[src/rtl/reg_rename_table.sv]
// Rename-stage register alias table: speculative and committed arch->phys maps, one rename and one commit per cycle.
// Rename and free outputs are registered (latency 1); rename_ready drops on flush or when a real dest meets an empty free list.
module reg_rename_table #(
  parameter int REG_FILE_ADDR_WIDTH = 7
) (
  input  logic                           clock,
  input  logic                           reset,
  input  logic                           rename_valid,
  output logic                           rename_ready,
  input  logic                           rd_write,
  input  logic [4:0]                     rd,
  input  logic [4:0]                     rs1,
  input  logic [4:0]                     rs2,
  input  logic [REG_FILE_ADDR_WIDTH-1:0] free_reg_num,
  input  logic                           free_empty,
  output logic                           take_next_free,
  output logic                           renamed_valid,
  output logic [REG_FILE_ADDR_WIDTH-1:0] prs1,
  output logic [REG_FILE_ADDR_WIDTH-1:0] prs2,
  output logic [REG_FILE_ADDR_WIDTH-1:0] prd,
  output logic [REG_FILE_ADDR_WIDTH-1:0] old_prd,
  output logic                           prd_write,
  input  logic                           commit_valid,
  input  logic                           commit_rd_write,
  input  logic [4:0]                     commit_rd,
  input  logic [REG_FILE_ADDR_WIDTH-1:0] commit_prd,
  input  logic [REG_FILE_ADDR_WIDTH-1:0] commit_old_prd,
  input  logic                           flush,
  output logic                           reg_freed,
  output logic [REG_FILE_ADDR_WIDTH-1:0] freed_reg_num
);

  localparam int PW = REG_FILE_ADDR_WIDTH;

  logic [PW-1:0] r_spec_map   [32];
  logic [PW-1:0] r_commit_map [32];

  logic w_wr;
  logic w_ready;
  logic w_accept;
  logic w_take;
  logic w_commit;

  // x0 is hardwired: never renamed, never committed, so map entry 0 stays 0.
  assign w_wr     = rd_write && (rd != 5'd0);
  assign w_ready  = reset && !flush && (!w_wr || !free_empty);
  assign w_accept = rename_valid && w_ready;
  assign w_take   = w_accept && w_wr;
  assign w_commit = commit_valid && commit_rd_write && (commit_rd != 5'd0);

  assign rename_ready   = w_ready;
  assign take_next_free = w_take;

  always_ff @(posedge clock or negedge reset) begin
    if (!reset) begin
      for (int i = 0; i < 32; i++) begin
        r_spec_map[i]   <= PW'(i);
        r_commit_map[i] <= PW'(i);
      end
    end else begin
      if (w_commit) begin
        r_commit_map[commit_rd] <= commit_prd;
      end
      // Flush restores from the committed map, letting a same-cycle commit win.
      for (int i = 0; i < 32; i++) begin
        if (flush) begin
          r_spec_map[i] <= (w_commit && commit_rd == 5'(i)) ? commit_prd : r_commit_map[i];
        end else if (w_take && rd == 5'(i)) begin
          r_spec_map[i] <= free_reg_num;
        end
      end
    end
  end

  always_ff @(posedge clock or negedge reset) begin
    if (!reset) begin
      renamed_valid <= 1'b0;
      prs1          <= '0;
      prs2          <= '0;
      prd           <= '0;
      old_prd       <= '0;
      prd_write     <= 1'b0;
    end else begin
      renamed_valid <= w_accept;
      if (w_accept) begin
        prs1 <= r_spec_map[rs1];
        prs2 <= r_spec_map[rs2];
        if (w_wr) begin
          prd       <= free_reg_num;
          old_prd   <= r_spec_map[rd];
          prd_write <= 1'b1;
        end else begin
          prd       <= '0;
          old_prd   <= '0;
          prd_write <= 1'b0;
        end
      end
    end
  end

  always_ff @(posedge clock or negedge reset) begin
    if (!reset) begin
      reg_freed     <= 1'b0;
      freed_reg_num <= '0;
    end else begin
      reg_freed <= w_commit;
      if (w_commit) begin
        freed_reg_num <= commit_old_prd;
      end
    end
  end

endmodule

[config.mk]
export PLATFORM = sky130hd
export DESIGN_NAME = reg_rename_table
export DESIGN_NICKNAME = d
export VERILOG_FILES = /design/src/rtl/reg_rename_table.sv
export SDC_FILE = /design/constraint.sdc
export NUM_CORES = 1
export LEC_CHECK = 0
export ABC_CLOCK_PERIOD_IN_PS = 2350
export CORE_ASPECT_RATIO = 0.75
export CORE_UTILIZATION = 60
export CTS_CLUSTER_SIZE = 10
export DETAILED_ROUTE_END_ITERATION = 8
export GPL_ROUTABILITY_DRIVEN = 1
export PLACE_DENSITY = 0.78
export SLEW_MARGIN = 0
export SYNTH_ARGS = -nofsm -noshare
export SYNTH_HDL_FRONTEND = slang
export SYNTH_SLANG_ARGS = --single-unit
[constraint.sdc]
create_clock -name clock -period 2.35 [get_ports clock]
set_clock_uncertainty 0.05 [all_clocks]
set_input_delay 0.235 -clock clock [delete_from_list [all_inputs] [get_ports clock]]
set_output_delay 0.235 -clock clock [all_outputs]
set_load 0.03 [all_outputs]
# After elaboration in Yosys (flattened, before gate mapping)
# Cells that the tools add are included.
[word_totals]
regBits = 486
output_inout_bits = 40
[op_classes]
n_lt_le_gt_ge = 5
n_eq_ne = 62
n_mux = 111
bitwise_logic = 4
n_reduce_logical = 112
[ops]
columns = ["cell", "n"]
rows = [
  ["7-bit two-way mux", 105],
  ["224-bit bitwise mux", 1],
  ["5-bit equality test, second input constant", 32],
  ["7-bit binary-select mux with 5-bit select", 3],
  ["5-bit by 4-bit equality test with 1-bit output, second input constant", 16],
  ["1-bit logical AND", 72],
  ["2-bit nonzero test", 32],
  ["5-bit by 3-bit equality test with 1-bit output, second input constant", 8],
  ["7-bit demux with 5-bit select", 1],
  ["6-bit greater-or-equal comparator, second input constant", 4],
  ["5-bit NOT with 6-bit output", 4],
  ["5-bit by 2-bit equality test with 1-bit output, second input constant", 4],
  ["5-bit by 1-bit equality test with 1-bit output, second input constant", 2],
  ["5-bit logical NOT", 2],
  ["5-bit nonzero test", 2],
  ["6-bit by 1-bit < comparator with 1-bit output, second input constant", 1],
  ["1-bit logical NOT", 3],
  ["1-bit logical OR", 1],
  ["1-bit two-way mux", 1],
]

# Longest topological paths before layout
# Gate-level depths: netlist of the first run.
[logic_depth]
depth_word = 10
depth_mapped = 9

# Least setup slack after synthesis of the first run
# No wires, ideal clock.
[synth_path]
path_type = "input -> register"
startpoint = "in rd[4]"
endpoint = "reg r_spec_map[133] in the netlist's numbering"
setup_ns = 0.125
arrival_time_ns = 2.145
required_time_ns = 2.175
slack_ns = 0.031
path_stages = 8
cell_sequence = "buf_6 or3_1 o311a_1 buf_2 and2_1 buf_6 a21oi_4 mux2_2"
[synth_via]
elab_chain_cells = 9
elab_cells_between_ends = 10
cone_classes = "eq/ne (1); reduce/logical (9)"
[synth_rtl]
columns = ["element", "line_no", "rtl"]
rows = [
  ["start, declared", "11", "input logic [4:0] rd,"],
  ["5-bit nonzero test (*)", "45", "assign w_wr = rd_write && (rd != 5'd0);"],
  ["1-bit logical AND (*)", "45", ""],
  ["1-bit logical NOT", "46", "assign w_ready = reset && !flush && (!w_wr || !free_empty);"],
  ["1-bit logical OR", "46", ""],
  ["1-bit logical AND", "46", ""],
  ["1-bit logical AND", "47", "assign w_accept = rename_valid && w_ready;"],
  ["1-bit logical AND (*)", "48", "assign w_take = w_accept && w_wr;"],
  ["net take_next_free", "16", "output logic take_next_free,"],
  ["1-bit logical AND (*)", "68", "end else if (w_take && rd == 5'(i)) begin"],
  ["2-bit nonzero test (no source line) (*)", "--", ""],
  ["end signal, assigned by index", "57", "r_spec_map[i] <= PW'(i);"],
  ["end signal, assigned by index", "67", "r_spec_map[i] <= (w_commit && commit_rd == 5'(i)) ? commit_prd : r_commit_map[i];"],
  ["end signal, assigned by index", "69", "r_spec_map[i] <= free_reg_num;"],
  ["end, declared", "35", "logic [PW-1:0] r_spec_map [32];"],
]
# The timed path passes the listed nets; every way through them passes the cells marked *.
# A chain may end at the register's enable or synchronous reset.

# Final worst setup path of the first run
[layout_path]
startpoint = "in rd[3]"
endpoint = "reg old_prd[2]"
[layout_via]
elab_chain_cells = 6
elab_cells_between_ends = 11
cone_classes = "mux (4); bitwise (1); reduce/logical (6)"
[layout_rtl]
columns = ["element", "line_no", "rtl"]
rows = [
  ["parallel branches: the longest is 6 deep, another holds 7-bit binary-select mux with 5-bit select", "--", ""],
  ["end signal, assigned", "90", "old_prd <= r_spec_map[rd];"],
  ["end, declared", "21", "output logic [REG_FILE_ADDR_WIDTH-1:0] old_prd,"],
]
# Several ways; the timed one is not identified. The select of a mux whose other input is x is not followed.

==> results of run 1 <==
[power by group through the flow]
stage	sequential [mW]	combinational (mW)	clock, mW
CTS	10.6	5.10	8.05
global route	10.7	5.47	8.41
global placement	10.7	4.90	0
detailed placement	10.7	5.05	0
floorplan	10.5	2.90	0
finish	10.7	5.16	8.01
[synth_stat cells, drive strengths merged (3+ instances only)]
| cell | n | area [um2] |
|---|---|---|
| mux2 | 387 | 4390 |
| mux2i | 330 | 3300 |
| dfrtp | 326 | 8160 |
| dfstp | 160 | 4200 |
| clkbuf | 112 | 420 |
| o21ba | 109 | 1090 |
| a22oi | 81 | 608 |
| buf | 70 | 354 |
| inv | 67 | 251 |
| nand2 | 63 | 236 |
| a21oi | 62 | 419 |
| o21bai | 49 | 368 |
| nor2 | 42 | 160 |
| mux4 | 32 | 721 |
| a22o | 30 | 263 |
| a21o | 29 | 218 |
| a221oi | 28 | 245 |
| a211oi | 26 | 195 |
| o22ai | 17 | 106 |
| o21ai | 14 | 70.1 |
| o41ai | 14 | 123 |
| nand3 | 13 | 65.1 |
| nor2b | 9 | 56.3 |
| o31ai | 8 | 65.1 |
| nand2b | 6 | 37.5 |
| nand3b | 6 | 45.0 |
| nor4 | 6 | 62.6 |
| a32o | 5 | 50.1 |
| and2 | 5 | 31.3 |
| nand4 | 5 | 31.3 |
| nand4b | 4 | 65.1 |
| nor3 | 4 | 25.0 |
| nor3b | 3 | 22.5 |
[per-layer routing]
| layer | GRT usage, % | routed length [um] | share of wire, % |
|---|---|---|---|
| met1 | 57.9 | 38700 | 42 |
| met3 | 9.89 | 9480 | 10 |
| met2 | 62.5 | 40600 | 44 |
| met5 | 0 | 27 | 0.029 |
| met4 | 14.6 | 3400 | 3.7 |
[state kept, by name, indices dropped and copies added (netlist names)]
register	count
r_commit_map	224
prs2	7
prd	7
freed_reg_num	7
old_prd	7
prs1	7
r_spec_map	224
reg_freed	1
renamed_valid	1
prd_write	1
[stage by stage]
stage / hold WS [ns] / power (mW) / TNS (ns)
3_5_place_dp: 0.312 / 15.8 / -63.20
3_3_place_gp: 0.310 / 15.6 / -49.54
5_1_grt: 0.189 / 24.6 / 0
6_report: 0.196 / 23.8 / -0.0194
2_1_floorplan: -0.111 / 13.4 / 0
4_1_cts: 0.178 / 23.8 / 0
[critical path: cells and delay by family]
family / cells / cell delay, ns
buf+inv: 4 / 1.19
compound gates: 3 / 0.80
simple gates: 2 / 0.59
[logic make-up (layout without fill, tap and decap cells)]
logic type	count (synthesis)	in the layout
simple gates	180	180
flops	486	486
mux	749	749
other cells	0	2
buf+inv	249	547
compound gates	478	478
[final timing paths]
check	slack [ns]	endpoint	start
min in group asynchronous	0.33	r_spec_map[152]$_DFFE_PN0P_	reset
max in group asynchronous	0.54	r_spec_map[59]$_DFFE_PN0P_	reset
hold / removal	0.20	freed_reg_num[2]$_DFFE_PN0P_	commit_old_prd[2]
setup / recovery	-0.02	old_prd[2]$_DFFE_PN0P_	rd[3]
setup reg to reg	0.14	prs2[3]$_DFFE_PN0P_	r_spec_map[115]$_DFFE_PN1P_
hold reg to reg	0.32	r_commit_map[222]$_DFFE_PN0P_	r_commit_map[222]$_DFFE_PN0P_
[area by class of cell]
type                            count  share of cell area (%)
Antenna cell                        2                  0.0156
Sequential cell                   486                    38.6
Clock inverter                      1                  0.0234
Tap cell                          578                    2.26
Inverter                           67                   0.793
Clock buffer                      102                    5.04
Timing Repair Buffer              377                    11.8
Multi-Input combinational cell   1407                    41.5
[what timing repair did]
item                       in CTS  in global routing
hold endpoints to repair       26                  0
setup buffers                   0                  0
setup endpoints to repair       0                  2
hold buffers                    1                  0
resized for setup               0                  2
==> impl_results.md, run 1 <==
- Setup violators final: 1
- FF-to-FF path depth: 6
- Final Hold Viols: 0
- Simple-Gate Fraction of Synth Area: 3.63%
- Post-synth EDFFs: 0
- Antenna violations before repair: 4
- Worst path cell trace: clkdlybuf4s50_1 -> buf_4 -> and2_1 -> a22oi_1 -> a211oi_1 -> buf_4 -> nor4_2 -> buf_4 -> a22o_1
- GPL Wtd Cong: 1.01
- DR vias: 20227
- Share of the yosys chip area belonging to registers: 46.4%
- Max-Cap Viols: 0
- CP most frequent cell: buf_4
- Final WL: 92200 um
- Reg power frac: 44.7%
- Min-Delay Path Depth: 2
- Clk_lat worst skew: 0.61 ns
- Net switching fraction of the power: 29.5%
- DRC errors left: 0
- NumNets Final: 2443
- Synth Net Count: 2191
- Final core utilization: 73.5%
- Post-synthesis cell count: 2142
- Adder-cell area share of the yosys netlist: 0%
- Failing checks: setup timing
- Power per cell area: 744 mW/mm2
- Site Rows: 66
- Dominant synthesized flop cell: dfrtp_1
- CTS Buf Count: 55
- Core ar.: 0.0436 mm2
- Initial Util: 61.1%
- Vias in the first global route: 20713
- Comb pwr share: 21.7%
- Die area: 0.0453 mm2
- Fill cells: 2888
- Reg clk slew, reported paths: 0.06 ns
- Crit path launch type: primary input
- Status: finished, violations left
- Async set-reset flop share out of synthesis: 100%
- Port Buf Inserts: 88
- Clk sink count: 486
- Die extent in y: 185 um
- Sw Pwr: 7.03 mW
- Synth unique cells: 60
- GRT Total Usage: 41.2%
- Slowest cell on the critical path: clkdlybuf4s50_1
- Largest family of logic cells by synthesized area: multiplexers
- Synthesized flop and latch total: 486
- Leakage: 14.5 nW
- Clock Tree Root: clkbuf_16
- Relative slew slack: 29.0%
- CP arrival: 2.82 ns
- Largest net degree at the start of global routing: 175
- Clk buf depth: 3
- GRT overflow: 0
- Finished Layout Cells: 3020
- Min Tclk post-route: 2.37 ns
- Peak fanout along the critical path: 9
- FF+latch area: 0.0124 mm2
- Via density: 6.70
- CTS tree: done
- Antenna-violating nets left: 0
- Syn avg cell area: 12.4 um2
- Multi-input gate area: 0.0133 mm2
- Design area: 0.0320 mm2
- IO Pins: 89
- Int Pwr: 16.8 mW
- Hold crit path type: primary input to register
- Initial DRC Count: 2038
- Kind of end point of the critical path: register
- Area grow syn2layout: 20.2%
- Xor-xnor portion of the synthesized cell area: 0%
- First-pass iteration count of the detailed router: 6
- Syn. warnings: 0
- Commonest non-fill, non-tap cell in the layout: mux2_2
- HPWL Detailed: 63000 um
- Most frequent cells in the layout: 375 x mux2_2, 330 x mux2i_1, 326 x dfrtp_1, 233 x buf_4, 160 x dfstp_2
- Max Transition Viols Final: 0
- Post-synthesis instance area: 0.0266 mm2
- CP Data Required Time: 2.80 ns
- Maximum VDD drop: 810 uV
- Fmax: 422 MHz
- DR WL/cell: 30.5 um
- Worst slew pin tran: 1.06 ns
- Mux cell area share after synthesis: 31.6%
- Critical path class: primary input to register
- DIE WIDTH: 245 um
- Post-place setup slack: -0.547 ns
- DP Area: 0.0304 mm2
- H-tree levels: 2
- Fin worst setup slack: -0.0194 ns
- Share of cells above drive strength 1: 44.4%
- Placed insts: 2914
- Synth Area in Compound Gates: 14.5%
- RSZ-0062 raised after global routing: false
- CP max stage delay: 0.62 ns
- Crit share post-route: 101%
- First-pass GRT wire length: 136000 um
- Clock power share: 33.6%
(Power assumes the default switching activity.)
==> run 2, diff against run 1 <==
--- a/config.mk
+++ b/config.mk
@@ -7,11 +7,11 @@
 export LEC_CHECK = 0
 export ABC_CLOCK_PERIOD_IN_PS = 2350
 export CORE_ASPECT_RATIO = 0.75
-export CORE_UTILIZATION = 60
+export CORE_MARGIN = 8
+export CORE_UTILIZATION = 28
 export CTS_CLUSTER_SIZE = 10
 export DETAILED_ROUTE_END_ITERATION = 8
 export GPL_ROUTABILITY_DRIVEN = 1
-export PLACE_DENSITY = 0.78
 export SLEW_MARGIN = 0
 export SYNTH_ARGS = -nofsm -noshare
 export SYNTH_HDL_FRONTEND = slang
==> constraint.sdc (replaced) <==
create_clock -name clock -period 2.35 [get_ports clock]
set_clock_uncertainty 0.05 [all_clocks]
set_input_delay 0.47 -clock clock [delete_from_list [all_inputs] [get_ports clock]]
set_output_delay 0.47 -clock clock [all_outputs]
set_load 0.03 [all_outputs]
==> impl_results.md, run 2 (synthesized netlist as in run 1, its figures left out) <==
- CP arrival: 2.84 ns (+0.02 ns)
- WP buf/inv: 4 (unchanged)
- Worst path cell trace: clkdlybuf4s50_1 -> buf_4 -> nor2b_2 -> buf_12 -> a22o_1 -> a221oi_1 -> buf_4 -> o22ai_1 -> o41ai_1
- Hold crit path type: primary input to async pin
- Post-CTS Hold Fix Bufs: 0 (-1)
- Core ar.: 0.0948 mm2 (+120%)
- Relative slew slack: 41.4% (+12 points)
- Leakage: 15.0 nW (+3.4%)
- Critical path class: primary input to register
- Fin worst setup slack: -0.0278 ns (-0.00842 ns)
- Design area: 0.0336 mm2 (+5.0%)
- Slowest cell on the critical path: clkdlybuf4s50_1
- Largest registers: r_commit_map: 224 flops, r_spec_map: 224 flops
- Max-Cap Viols: 0 (unchanged)
- Clk sink count: 486 (unchanged)
- Min Tclk post-route: 2.38 ns (+0.00842 ns)
- GPL Wtd Cong: 0.979 (-3.2%)
- Antenna-violating nets left: 0 (unchanged)
- CP max stage delay: 0.49 ns (-0.13 ns)
- Status: finished, violations left
- GRT Total Usage: 19.8% (-21 points)
- Failing checks: setup timing
- Commonest non-fill, non-tap cell in the layout: mux2_2
- IO Pins: 89 (unchanged)
- Initial DRC Count: 2275 (+12%)
- Fill cells: 9119 (+220%)
- NumNets Final: 2489 (+1.9%)
- Antenna violations before repair: 11 (+7)
- Initial Util: 28.1% (-33 points)
- DRC errors left: 0 (unchanged)
- CTS Buf Count: 57 (+3.6%)
- First-pass iteration count of the detailed router: 5 (-1)
- FF+latch area: 0.0124 mm2 (unchanged)
- Largest net degree at the start of global routing: 129 (-26%)
- Port Buf Inserts: 88 (unchanged)
- Final WL: 107000 um (+16%)
- Placed insts: 3627 (+24%)
- CTS tree: done
- Die extent in y: 283 um (+53%)
- Vias in the first global route: 20711 (-0.0097%)
- CP Data Required Time: 2.82 ns (+0.02 ns)
- DIE WIDTH: 372 um (+52%)
- Maximum VDD drop: 578 uV (-29%)
- H-tree levels: 2 (unchanged)
- GRT overflow: 0 (unchanged)
- Most frequent cells in the layout: 351 x mux2_2, 330 x mux2i_1, 326 x dfrtp_1, 260 x buf_4, 160 x dfstp_2
- Site Rows: 98 (+48%)
- Power per cell area: 733 mW/mm2 (-1.5%)
- Final core utilization: 35.5% (-38 points)
- Via density: 5.43 (-19%)
- DR WL/cell: 28.6 um (-6.4%)
- Share of cells above drive strength 1: 46.4% (+2.0 points)
- CP most frequent cell: buf_4
- Fmax: 421 MHz (-0.35%)
- DP Area: 0.0318 mm2 (+4.6%)
- Clock Tree Root: clkbuf_16
- Setup violators final: 1 (unchanged)
- Multi-input gate area: 0.0135 mm2 (+1.4%)
- Kind of end point of the critical path: register
- Clk buf depth: 3 (unchanged)
- Worst slew pin tran: 0.879 ns (-0.185 ns)
- Crit path launch type: primary input
- Max Transition Viols Final: 0 (unchanged)
- Area grow syn2layout: 26.2%
- DR vias: 20306 (+0.39%)
- Clk_lat worst skew: 0.64 ns (+0.03 ns)
- Die area: 0.105 mm2 (+130%)
- Final Hold Viols: 0 (unchanged)
- Finished Layout Cells: 3738 (+24%)
- Peak fanout along the critical path: 16 (+7)
- First-pass GRT wire length: 154000 um (+13%)
- Crit share post-route: 101% (+0.36 points)
- HPWL Detailed: 78200 um (+24%)
- Crit path max-delay family: compound AO/OA/AOI/OAI gates
- Reg clk slew, reported paths: 0.06 ns (about the same)
-- run 2: repair_timing --
item / 4_1_cts / 5_1_grt
setup endpoints to repair: 94 / 29
pin swaps: 1 / 3
gates resized for setup: 36 / 13
buffers inserted: 1 / 3
-- run 2: where the power goes --
group          switching, mW  internal (mW)  leakage [nW]
Sequential              1.11           9.69          5.86
Clock                   3.66           4.81         0.823
Combinational           2.76           2.60          8.34
-- run 2: layout make-up --
type / count / share of cell area (%)
tap: 1250 / 4.65
multi-input combinational: 1407 / 40.1
clock inverter: 7 / 0.272
antenna: 4 / 0.0298
timing repair buffer: 421 / 12.6
sequential: 486 / 36.8
clock buffer: 96 / 4.86
inverter: 67 / 0.755
-- run 2: metrics by stage --
step / total power, mW / worst slack [ns] / setup TNS [ns] / hold WS (ns)
CTS: 24.7 / 0.00334 / 0 / 0.101
finish: 24.6 / -0.0278 / -0.0278 / 0.0774
global route: 25.6 / -0.00129 / -0.00129 / 0.129
detailed placement: 16.2 / -0.759 / -173.35 / 0.314
floorplan: 13.4 / -0.150 / -6.39 / 0.124
global placement: 16.0 / -0.749 / -170.43 / 0.310
-- run 2: metal layers --
metal  vias to the layer above  part of all wire (%)  track usage, %
li1                       8548                     -               -
met1                     10703                    48            30.7
met2                       926                    40            26.8
met3                       129                    10            5.86
met4                         0                   1.9            3.93
met5                         -                     0               0
-- run 2: worst reg2reg max path: cells and delay by family, from the launching register on --
family / cells / cell delay (ns)
mux: 1 / 0.11
compound gates: 4 / 1.21
buf+inv: 1 / 0.19
flops: 1 / 0.60
-- run 2: path summary, 6_finish.rpt --
kind	startpoint	end	slack, ns	depth (start not counted)
hold reg to reg	r_commit_map[217]$_DFFE_PN0P_	r_commit_map[217]$_DFFE_PN0P_	0.32	0
setup reg to reg	r_spec_map[18]$_DFFE_PN1P_	prs1[4]$_DFFE_PN0P_	0.06	6
min in group clock	commit_prd[3]	r_commit_map[3]$_DFFE_PN1P_	0.31	4
max in group asynchronous	reset	r_spec_map[206]$_DFFE_PN0P_	1.05	4
setup / recovery	rs1[3]	prs1[4]$_DFFE_PN0P_	-0.03	9
hold / removal	reset	r_spec_map[33]$_DFFE_PN0P_	0.08	3
